[config.mk]
export PLATFORM = sky130hd
export DESIGN_NAME = wb_hb_mailbox
export DESIGN_NICKNAME = d
export VERILOG_FILES = /design/src/rtl/wb_hb_pkg.sv /design/src/rtl/hb_sync_fifo.sv /design/src/rtl/wb_hb_mailbox.sv
export SDC_FILE = /design/constraint.sdc
export NUM_CORES = 1
export LEC_CHECK = 0
export CAP_MARGIN = 30
export CORE_AREA = 2 2 217 219
export CTS_CLUSTER_SIZE = 20
export DETAILED_ROUTE_END_ITERATION = 12
export DIE_AREA = 0 0 219 221
export PLACE_DENSITY = 0.7
export SETUP_SLACK_MARGIN = 0.3
export SLEW_MARGIN = 20
export SYNTH_ARGS = -nofsm -noshare
export SYNTH_HDL_FRONTEND = slang
export SYNTH_SLANG_ARGS = --single-unit
[constraint.sdc]
create_clock -name clk -period 5.2 [get_ports clk]
set_input_delay 0.52 -clock clk [delete_from_list [all_inputs] [get_ports clk]]
set_output_delay 0.52 -clock clk [all_outputs]
set_load 0.005 [all_outputs]
[src/rtl/wb_hb_pkg.sv]
// rtl/wb_hb_pkg.sv - register map, STATUS/CTRL bit positions and shared helpers for wb_hb_mailbox
package wb_hb_pkg;

  typedef enum logic [1:0] {
    ADDR_STATUS  = 2'd0,
    ADDR_TX      = 2'd1,
    ADDR_RX      = 2'd2,
    ADDR_SCRATCH = 2'd3
  } reg_addr_e;

  localparam int ST_TX_FULL  = 0;
  localparam int ST_TX_EMPTY = 1;
  localparam int ST_RX_FULL  = 2;
  localparam int ST_RX_EMPTY = 3;
  localparam int ST_TX_OVF   = 4;
  localparam int ST_RX_UDF   = 5;
  localparam int ST_RX_CNT   = 8;

  localparam int CTRL_CLR_STICKY = 0;
  localparam int CTRL_FLUSH_TX   = 1;
  localparam int CTRL_FLUSH_RX   = 2;

  localparam int SYNC_STAGES = 2;

  // A 256-deep FIFO can hold 256 words, which does not fit the 8-bit field.
  function automatic logic [7:0] sat_count(input logic [8:0] c);
    return c[8] ? 8'hFF : c[7:0];
  endfunction

endpackage

[src/rtl/hb_sync_fifo.sv]
// rtl/hb_sync_fifo.sv - single-clock FIFO with wrap-bit pointers, flush, and push/pop in the same cycle
module hb_sync_fifo #(
  parameter  int DW    = 16,
  parameter  int DEPTH = 16,
  localparam int AW    = $clog2(DEPTH)
) (
  input  logic          clk,
  input  logic          rst,
  input  logic          flush,
  input  logic          push,
  input  logic [DW-1:0] push_data,
  input  logic          pop,
  output logic [DW-1:0] pop_data,
  output logic          full,
  output logic          empty,
  output logic [AW:0]   count
);
  localparam logic [AW:0] PTR_ONE = (AW + 1)'(1);

  logic [DW-1:0] mem [DEPTH];
  logic [AW:0]   wr_ptr;
  logic [AW:0]   rd_ptr;
  logic          do_push;
  logic          do_pop;

  assign empty    = (wr_ptr == rd_ptr);
  assign full     = (wr_ptr[AW] != rd_ptr[AW]) && (wr_ptr[AW-1:0] == rd_ptr[AW-1:0]);
  assign count    = wr_ptr - rd_ptr;
  assign pop_data = mem[rd_ptr[AW-1:0]];

  // No bypass when empty; a pop on a full FIFO frees the slot the push uses.
  assign do_pop  = pop && !empty;
  assign do_push = push && (!full || do_pop);

  always_ff @(posedge clk or negedge rst) begin
    if (!rst) begin
      wr_ptr <= '0;
      rd_ptr <= '0;
    end else if (flush) begin
      wr_ptr <= '0;
      rd_ptr <= '0;
    end else begin
      if (do_push) wr_ptr <= wr_ptr + PTR_ONE;
      if (do_pop)  rd_ptr <= rd_ptr + PTR_ONE;
    end
  end

  always_ff @(posedge clk) begin
    if (do_push && !flush) mem[wr_ptr[AW-1:0]] <= push_data;
  end

endmodule

[src/rtl/wb_hb_mailbox.sv]
// rtl/wb_hb_mailbox.sv - host-bus Wishbone mailbox: strobe synchroniser, register decode, TX/RX FIFOs
module wb_hb_mailbox
  import wb_hb_pkg::*;
#(
  parameter int DATA_WIDTH = 16,
  parameter int ADDR_WIDTH = 16,
  parameter int FIFO_DEPTH = 16
) (
  input  logic                  clk,
  input  logic                  rst,
  input  logic                  wb_strobe,
  input  logic                  wb_cycle,
  input  logic                  wb_write,
  input  logic [ADDR_WIDTH-1:0] wb_addr,
  input  logic [DATA_WIDTH-1:0] wb_wrData,
  output logic [DATA_WIDTH-1:0] wb_rdData,
  output logic [DATA_WIDTH-1:0] tx_data,
  output logic                  tx_valid,
  input  logic                  tx_ready,
  input  logic [DATA_WIDTH-1:0] rx_data,
  input  logic                  rx_valid,
  output logic                  rx_ready,
  output logic                  irq
);
  localparam int CW = $clog2(FIFO_DEPTH) + 1;

  logic [SYNC_STAGES-1:0] sync_q;
  logic [SYNC_STAGES-1:0] primed;
  logic                   s_sync;
  logic                   s_prev;
  logic                   armed;
  logic                   accept;

  logic sel_status, sel_tx, sel_rx, sel_scratch;
  logic is_wr, is_rd, ctrl_wr;
  logic tx_push, tx_pop, tx_flush, tx_drop;
  logic rx_pop, rx_flush, clr_sticky;

  logic          tx_full, tx_empty, rx_full, rx_empty;
  logic [CW-1:0] tx_count, rx_count;
  logic [DATA_WIDTH-1:0] rx_head, status, rd_mux, scratch;
  logic tx_ovf, rx_udf;

  assign s_sync = sync_q[SYNC_STAGES-1];
  assign accept = s_sync && !s_prev && armed;

  // primed masks the reset value of the synchroniser so a strobe held across reset never arms.
  always_ff @(posedge clk or negedge rst) begin
    if (!rst) begin
      sync_q <= '0;
      primed <= '0;
      s_prev <= 1'b0;
      armed  <= 1'b0;
    end else begin
      sync_q <= {sync_q[SYNC_STAGES-2:0], wb_strobe & wb_cycle};
      primed <= {primed[SYNC_STAGES-2:0], 1'b1};
      s_prev <= s_sync;
      if (primed[SYNC_STAGES-1] && !s_sync) armed <= 1'b1;
    end
  end

  assign sel_status  = (wb_addr == ADDR_WIDTH'(ADDR_STATUS));
  assign sel_tx      = (wb_addr == ADDR_WIDTH'(ADDR_TX));
  assign sel_rx      = (wb_addr == ADDR_WIDTH'(ADDR_RX));
  assign sel_scratch = (wb_addr == ADDR_WIDTH'(ADDR_SCRATCH));

  assign is_wr      = accept && wb_write;
  assign is_rd      = accept && !wb_write;
  assign ctrl_wr    = is_wr && sel_status;
  assign clr_sticky = ctrl_wr && wb_wrData[CTRL_CLR_STICKY];
  assign tx_flush   = ctrl_wr && wb_wrData[CTRL_FLUSH_TX];
  assign rx_flush   = ctrl_wr && wb_wrData[CTRL_FLUSH_RX];
  assign tx_push    = is_wr && sel_tx;
  assign rx_pop     = is_rd && sel_rx;
  assign tx_pop     = tx_valid && tx_ready;
  assign tx_drop    = tx_push && (tx_count == CW'(FIFO_DEPTH)) && !tx_pop;

  hb_sync_fifo #(.DW(DATA_WIDTH), .DEPTH(FIFO_DEPTH)) u_tx_fifo (
    .clk       (clk),
    .rst       (rst),
    .flush     (tx_flush),
    .push      (tx_push),
    .push_data (wb_wrData),
    .pop       (tx_pop),
    .pop_data  (tx_data),
    .full      (tx_full),
    .empty     (tx_empty),
    .count     (tx_count)
  );

  hb_sync_fifo #(.DW(DATA_WIDTH), .DEPTH(FIFO_DEPTH)) u_rx_fifo (
    .clk       (clk),
    .rst       (rst),
    .flush     (rx_flush),
    .push      (rx_valid),
    .push_data (rx_data),
    .pop       (rx_pop),
    .pop_data  (rx_head),
    .full      (rx_full),
    .empty     (rx_empty),
    .count     (rx_count)
  );

  assign tx_valid = !tx_empty;
  assign rx_ready = !rx_full;
  assign irq      = !rx_empty || tx_ovf || rx_udf;

  always_comb begin
    status                  = '0;
    status[ST_TX_FULL]      = tx_full;
    status[ST_TX_EMPTY]     = tx_empty;
    status[ST_RX_FULL]      = rx_full;
    status[ST_RX_EMPTY]     = rx_empty;
    status[ST_TX_OVF]       = tx_ovf;
    status[ST_RX_UDF]       = rx_udf;
    status[ST_RX_CNT +: 8]  = sat_count(9'(rx_count));
  end

  always_comb begin
    rd_mux = '0;
    if (sel_status)       rd_mux = status;
    else if (sel_rx)      rd_mux = rx_empty ? '0 : rx_head;
    else if (sel_scratch) rd_mux = scratch;
  end

  always_ff @(posedge clk or negedge rst) begin
    if (!rst) begin
      wb_rdData <= '0;
      scratch   <= '0;
      tx_ovf    <= 1'b0;
      rx_udf    <= 1'b0;
    end else begin
      if (is_rd) wb_rdData <= rd_mux;
      if (is_wr && sel_scratch) scratch <= wb_wrData;
      if (clr_sticky) begin
        tx_ovf <= 1'b0;
        rx_udf <= 1'b0;
      end else begin
        if (tx_drop)             tx_ovf <= 1'b1;
        if (rx_pop && rx_empty)  rx_udf <= 1'b1;
      end
    end
  end

endmodule

== After elaboration in Yosys (flattened, before gate mapping) ==
Memories as Yosys holds them, arrays and structs flattened.
Index checks and enable logic that the tools add are counted.
Word-level totals
  register bits: 60
  memory bits (writable): 512
  input bits: 55
  output and inout port bits: 35
  word-level logic and storage cells: 96
  memories kept: 2
Memory list
  u_rx_fifo.mem: words 16, width 16, read ports 1, clocked after Yosys merged registers in 0, wr ports 1, RTL line hb_sync_fifo.sv:20  | logic [DW-1:0] mem [DEPTH];
  u_tx_fifo.mem: words 16, width 16, read ports 1, clocked after Yosys merged registers in 0, wr ports 1, RTL line hb_sync_fifo.sv:20
Operators by class
  add/subtract/negate cells: 6
  equal/unequal tests: 10
  mux-type cells: 20
  bitwise operators: 1
  reduce and logical (&&, ||, !) cells: 45
Operators by type and width (count)
  2-to-1 mux 16 bit: 4
  2-to-1 mux 5 bit: 8
  == test 16 x 2 -> 1 bit (second input constant): 2
  logical AND 1 bit: 24
  adder 5 x 1 -> 5 bit (second input constant): 4
  == test 16 x 1 -> 1 bit (second input constant): 1
  zero test 16 bit: 1
  nonzero test 2 bit: 6
  == test 5 bit: 2
  zero test 1 bit: 10
  subtractor 5 bit: 2
  == test 4 bit: 2
  2-to-1 mux 1 bit: 8
  == test 5 bit (second input constant): 1
  logical OR 1 bit: 4
  != test 1 bit: 2
  bitwise AND 1 bit: 1

== Longest topological paths before layout ==
  depth in word-level cells: 11
  gate-level depth with buffers: 10
  gate-level depth less buffers: 8

== Modules after synthesis ==
From an unflattened synthesis, not the netlist that was laid out.
Unflattened totals
  cell total of the unflattened synthesis: 1221
  area, all modules: 23112.2 sq um
By module, submodules not included
  hb_sync_fifo at u_rx_fifo: instances 1, cells each 530, area each 10622.7 sq um, sequential area each 7937.6 sq um
  hb_sync_fifo at u_tx_fifo: instances 1, cells each 526, area each 10601.4 sq um, sequential area each 7937.6 sq um
  wb_hb_mailbox: instances 1, cells each 165, area each 1888.1 sq um, sequential area each 1001.0 sq um

== Worst setup path before layout ==
No wires, ideal clock.
  kind: register to register
  start: register u_rx_fifo.rd_ptr[1]
  end: memory u_rx_fifo.mem[15][0] (enable)
  setup time: 478 ps
  arrival: 4467 ps
  required time: 4722 ps
  setup slack: 255 ps
  cell stages (with the launch flop): 9
  buffers on the path: 2
  clock period less this slack: 4945 ps
  cell sequence: dfrtp_1 > buf_2 > inv_1 > clkbuf_1 > ha_1 > and4_1 > nand2_1 > a21oi_2 > a2111oi_0
On the way
  word-level cells in the longest chain between the ends: 8
  elaborated cells on any way between the ends: 11
  those cells by class: eq/ne: 2; mux: 2; reduce/logical: 7
Ends and longest elaborated chain
  start, declared: RTL line hb_sync_fifo.sv:22  | logic [AW:0] rd_ptr;
  start signal, assigned: RTL line hb_sync_fifo.sv:44  | if (do_pop) rd_ptr <= rd_ptr + PTR_ONE;
  == test 4 bit: RTL line hb_sync_fifo.sv:27  | assign full = (wr_ptr[AW] != rd_ptr[AW]) && (wr_ptr[AW-1:0] == rd_ptr[AW-1:0]);
  logical AND 1 bit: RTL line hb_sync_fifo.sv:27
  zero test 1 bit
  net rx_ready: RTL line wb_hb_mailbox.sv:22  | output logic rx_ready,
  logical OR 1 bit: RTL line hb_sync_fifo.sv:33  | assign do_push = push && (!full || do_pop);
  logical AND 1 bit: RTL line hb_sync_fifo.sv:33
  logical AND 1 bit: RTL line hb_sync_fifo.sv:49  | if (do_push && !flush) mem[wr_ptr[AW-1:0]] <= push_data;
  2-to-1 mux 1 bit: RTL line hb_sync_fifo.sv:49
  2-to-1 mux 1 bit (implied by the code): RTL line hb_sync_fifo.sv:49
  end, declared: RTL line hb_sync_fifo.sv:20
The timed path passes the listed nets, and every way through them passes these cells.

== Final worst setup path ==
  start: register u_tx_fifo.rd_ptr[0]
  end: output tx_data[4]
On the way
  word-level cells in the longest chain between the ends: 1
Ends and longest elaborated chain
  start, declared: RTL line hb_sync_fifo.sv:22
  start signal, assigned: RTL line hb_sync_fifo.sv:44
  memory (16 x 16 bit)
  end, declared: RTL line wb_hb_mailbox.sv:17  | output logic [DATA_WIDTH-1:0] tx_data,
Every way passes these cells.

==> flow_metrics.env <==
export IMPL_irDropWorstVdd_mv=0.320
export IMPL_diodes=0
export IMPL_grt_max_degree=67
export IMPL_fin_skew_ns=0.0229
export IMPL_track_usage=0.210
export IMPL_period_needed_ns=3.96
export IMPL_cp_arrival_ns=3.44
export IMPL_hold_viol_final=0
export IMPL_synth_common_cells="edfxtp_1 (512), mux4_2 (144), nand2_1 (69)"
export IMPL_yosysTopAreaCell="edfxtp_1"
export IMPL_grt_busiest_layer="met2"
export IMPL_grt_use_met2=0.343
export IMPL_drc=0
export IMPL_grt_pass1_vias=11738
export IMPL_end_kind="output pin"
export IMPL_timing_final_crit_share=0.761
export IMPL_rr_worst_depth=9
export IMPL_die_w_um=219
export IMPL_cts_made_buffers=55
export IMPL_overflow=0
export IMPL_row_count=79
export IMPL_async_reset_ff_frac=0.105
export IMPL_drive_gt1_frac=0.237
export IMPL_fin_nets=1332
export IMPL_required_ns=4.68
export IMPL_critPathMaxStageDelay_ns=0.90
export IMPL_h_tree_depth=2
export IMPL_synth_seq_area_share=0.741
export IMPL_core_area_um2=46100
export IMPL_min_path_type="input pin to async pin"
export IMPL_yosysMostFrequentCell="edfxtp_1"
export IMPL_area_growth_syn_to_layout_pct=16.3
export IMPL_root_buffer="clkbuf_16"
export IMPL_grt_util_met1=0.274
export IMPL_final_util=0.575
export IMPL_io_pins=90
export IMPL_power_leakage_nw=8.81
export IMPL_grt_pass1_wl_um=74300
export IMPL_grt_met3_usage=0.0368
export IMPL_setup_viol=0
export IMPL_wirelength_um=49500
export IMPL_start_kind="flip-flop"
export IMPL_port_buffers=89
export IMPL_max_cap_violations=0
export IMPL_ys_types=61
export IMPL_slew_headroom=0.312
export IMPL_synthFlopType="edfxtp_1"
export IMPL_synth_edf_count=512
export IMPL_drt_first_pass_iters=7
export IMPL_path_class="flip-flop to output pin"
export IMPL_postCtsSetupBuffers=0
export IMPL_rsz0062_at_grt="no"
export IMPL_initial_core_util=0.495
export IMPL_synth_area_um2=22800
export IMPL_post_dp_hpwl_um=31400
export IMPL_synth_avg_cell_area_um2=20.2
export IMPL_synth_nets=1202
export IMPL_viasPerCell=5.89
export IMPL_power_density_nw_per_um2=432
export IMPL_cts_tree="built"
export IMPL_yosysWarnings=0
export IMPL_dr_first_iter_drc_count=1017
export IMPL_cts_resized=0
export IMPL_slowest_stage="dfrtp_4"
export IMPL_syn_inst=1128
export IMPL_placed_cells=1801
export IMPL_r2r_setup_slack_ns=1.54
export IMPL_cp_common_cell="mux4_2"
export IMPL_cp_startpoint="u_tx_fifo.rd_ptr[0]"
export IMPL_via_count=11246
export IMPL_drv_slew=0
export IMPL_dieArea_um2=48400
export IMPL_drtAntennaViolNets=0
export IMPL_final_setup_tns_ns=0
export IMPL_wire_per_inst_um=25.9
export IMPL_gp_congestion=0.892
export IMPL_clk_latency_ns=0.61
export IMPL_fill_cells=3403
export IMPL_final_cells=1910
export IMPL_whs_ns=0.0717
export IMPL_r2r_end="u_rx_fifo.mem[14][7]"
export IMPL_antenna_found_initial=2
export IMPL_outcome="finished clean"
export IMPL_fin_area_um2=26500
export IMPL_ys_ff_latch=572
export IMPL_path_clk_slew_ns=0.06
export IMPL_die_y_um=221
export IMPL_worst_pin_slew_ns=1.03
export IMPL_timing_rr_start="u_rx_fifo.rd_ptr[3]"
export IMPL_path_cells="buf_12 -> mux4_2 -> mux4_2 -> clkdlybuf4s50_1"
export IMPL_ys_top_cells_by_area="edfxtp_1 (67%), mux4_2 (14%), dfrtp_1 (6.6%)"
export IMPL_yosysTopAreaCellShare=0.675
export IMPL_hold_buffers=0
export IMPL_fmax_ghz=0.253
export IMPL_clock_sinks=572
export IMPL_cts_buffer_depth=3
export IMPL_crit_path_max_fanout=36
export IMPL_place_area_um2=24600
[worst max-delay path, delay by kind of cell, from the launching register on]
| kind | cells | cell delay (ns) |
|---|---|---|
| flip-flops | 1 | 0.90 |
| buffers and inverters | 2 | 0.81 |
| multiplexers | 2 | 1.05 |
[metal layers]
layer  share of wire  wire length [um]
met5         0.00026                13
met4           0.047              2350
met3           0.051              2550
met2            0.50             24900
met1            0.40             19700
[flip-flops by register name (all words and copies together), names as in the netlist]
name	cells
u_rx_fifo.mem	256
armed	1
wb_rdData	16
sync_q	2
u_tx_fifo.rd_ptr	5
u_rx_fifo.rd_ptr	5
rx_udf	1
s_prev	1
scratch	16
primed	2
tx_ovf	1
u_tx_fifo.mem	256
u_rx_fifo.wr_ptr	5
u_tx_fifo.wr_ptr	5
[cell families (layout without fill, tap and decap cells)]
logic type	count (synthesis)	count (layout)	share of synthesized area
flip-flops	572	572	0.741
AND/OR/NAND/NOR	180	180	0.0454
multiplexers	171	171	0.155
AO/OA/AOI/OAI	104	104	0.0295
buffers and inverters	70	245	0.0140
adder cells (fa/ha/maj)	19	19	0.0108
XOR/XNOR	11	11	0.00423
other	1	1	0.000165
[worst max-delay path by stage]
stage | to | slack, ns
after floorplan | u_rx_fifo.mem[15][0] | 1.02
after global placement | u_rx_fifo.mem[14][11] | 1.15
after detailed placement | u_rx_fifo.mem[14][2] | 1.33
after CTS | tx_data[3] | 1.14
after global routing | tx_data[4] | 1.05
final | tx_data[4] | 1.24
[where the power goes]
part / internal (W) / leakage (nW) / total (W) / switching (W)
logic: 0.00110 / 2.53 / 0.00204 / 0.000939
clock network: 0.00231 / 0.885 / 0.00396 / 0.00165
registers: 0.00525 / 5.40 / 0.00543 / 0.000179
total: 0.00866 / 8.81 / 0.0114 / 0.00277
[layout by cell type (no fill, tap or decap), types with 11 or more instances in the layout]
master           count
ha_1                18
edfxtp_1           512
nor2_2              13
mux2i_1             11
mux2_1              16
mux4_2             144
dfrtp_1             56
inv_1               12
clkdlybuf4s50_1     88
a22oi_1             15
clkinv_2            11
clkbuf_16           55
buf_4               26
o21ai_0             11
o21ai_1             14
nor2_1              15
a21oi_1             20
nand2_1             69
[cell type report]
cell class / instances / area [um2] / share of cell area
clock buffer: 69 / 1480 / 0.0558
clock inverter: 33 / 327 / 0.0123
inverter: 13 / 48.8 / 0.00184
multi-input combinational: 486 / 5700 / 0.215
sequential: 572 / 16900 / 0.637
tap: 607 / 759 / 0.0287
timing repair buffer: 130 / 1290 / 0.0487
[stage by stage]
stage	setup WS [ns]	total power [W]
CTS	1.14	0.0115
global placement	1.15	0.00755
global route	1.05	0.0119
detailed placement	1.33	0.00759
floorplan	1.02	0.00675
finish	1.24	0.0114
(Power assumes the default switching activity.)
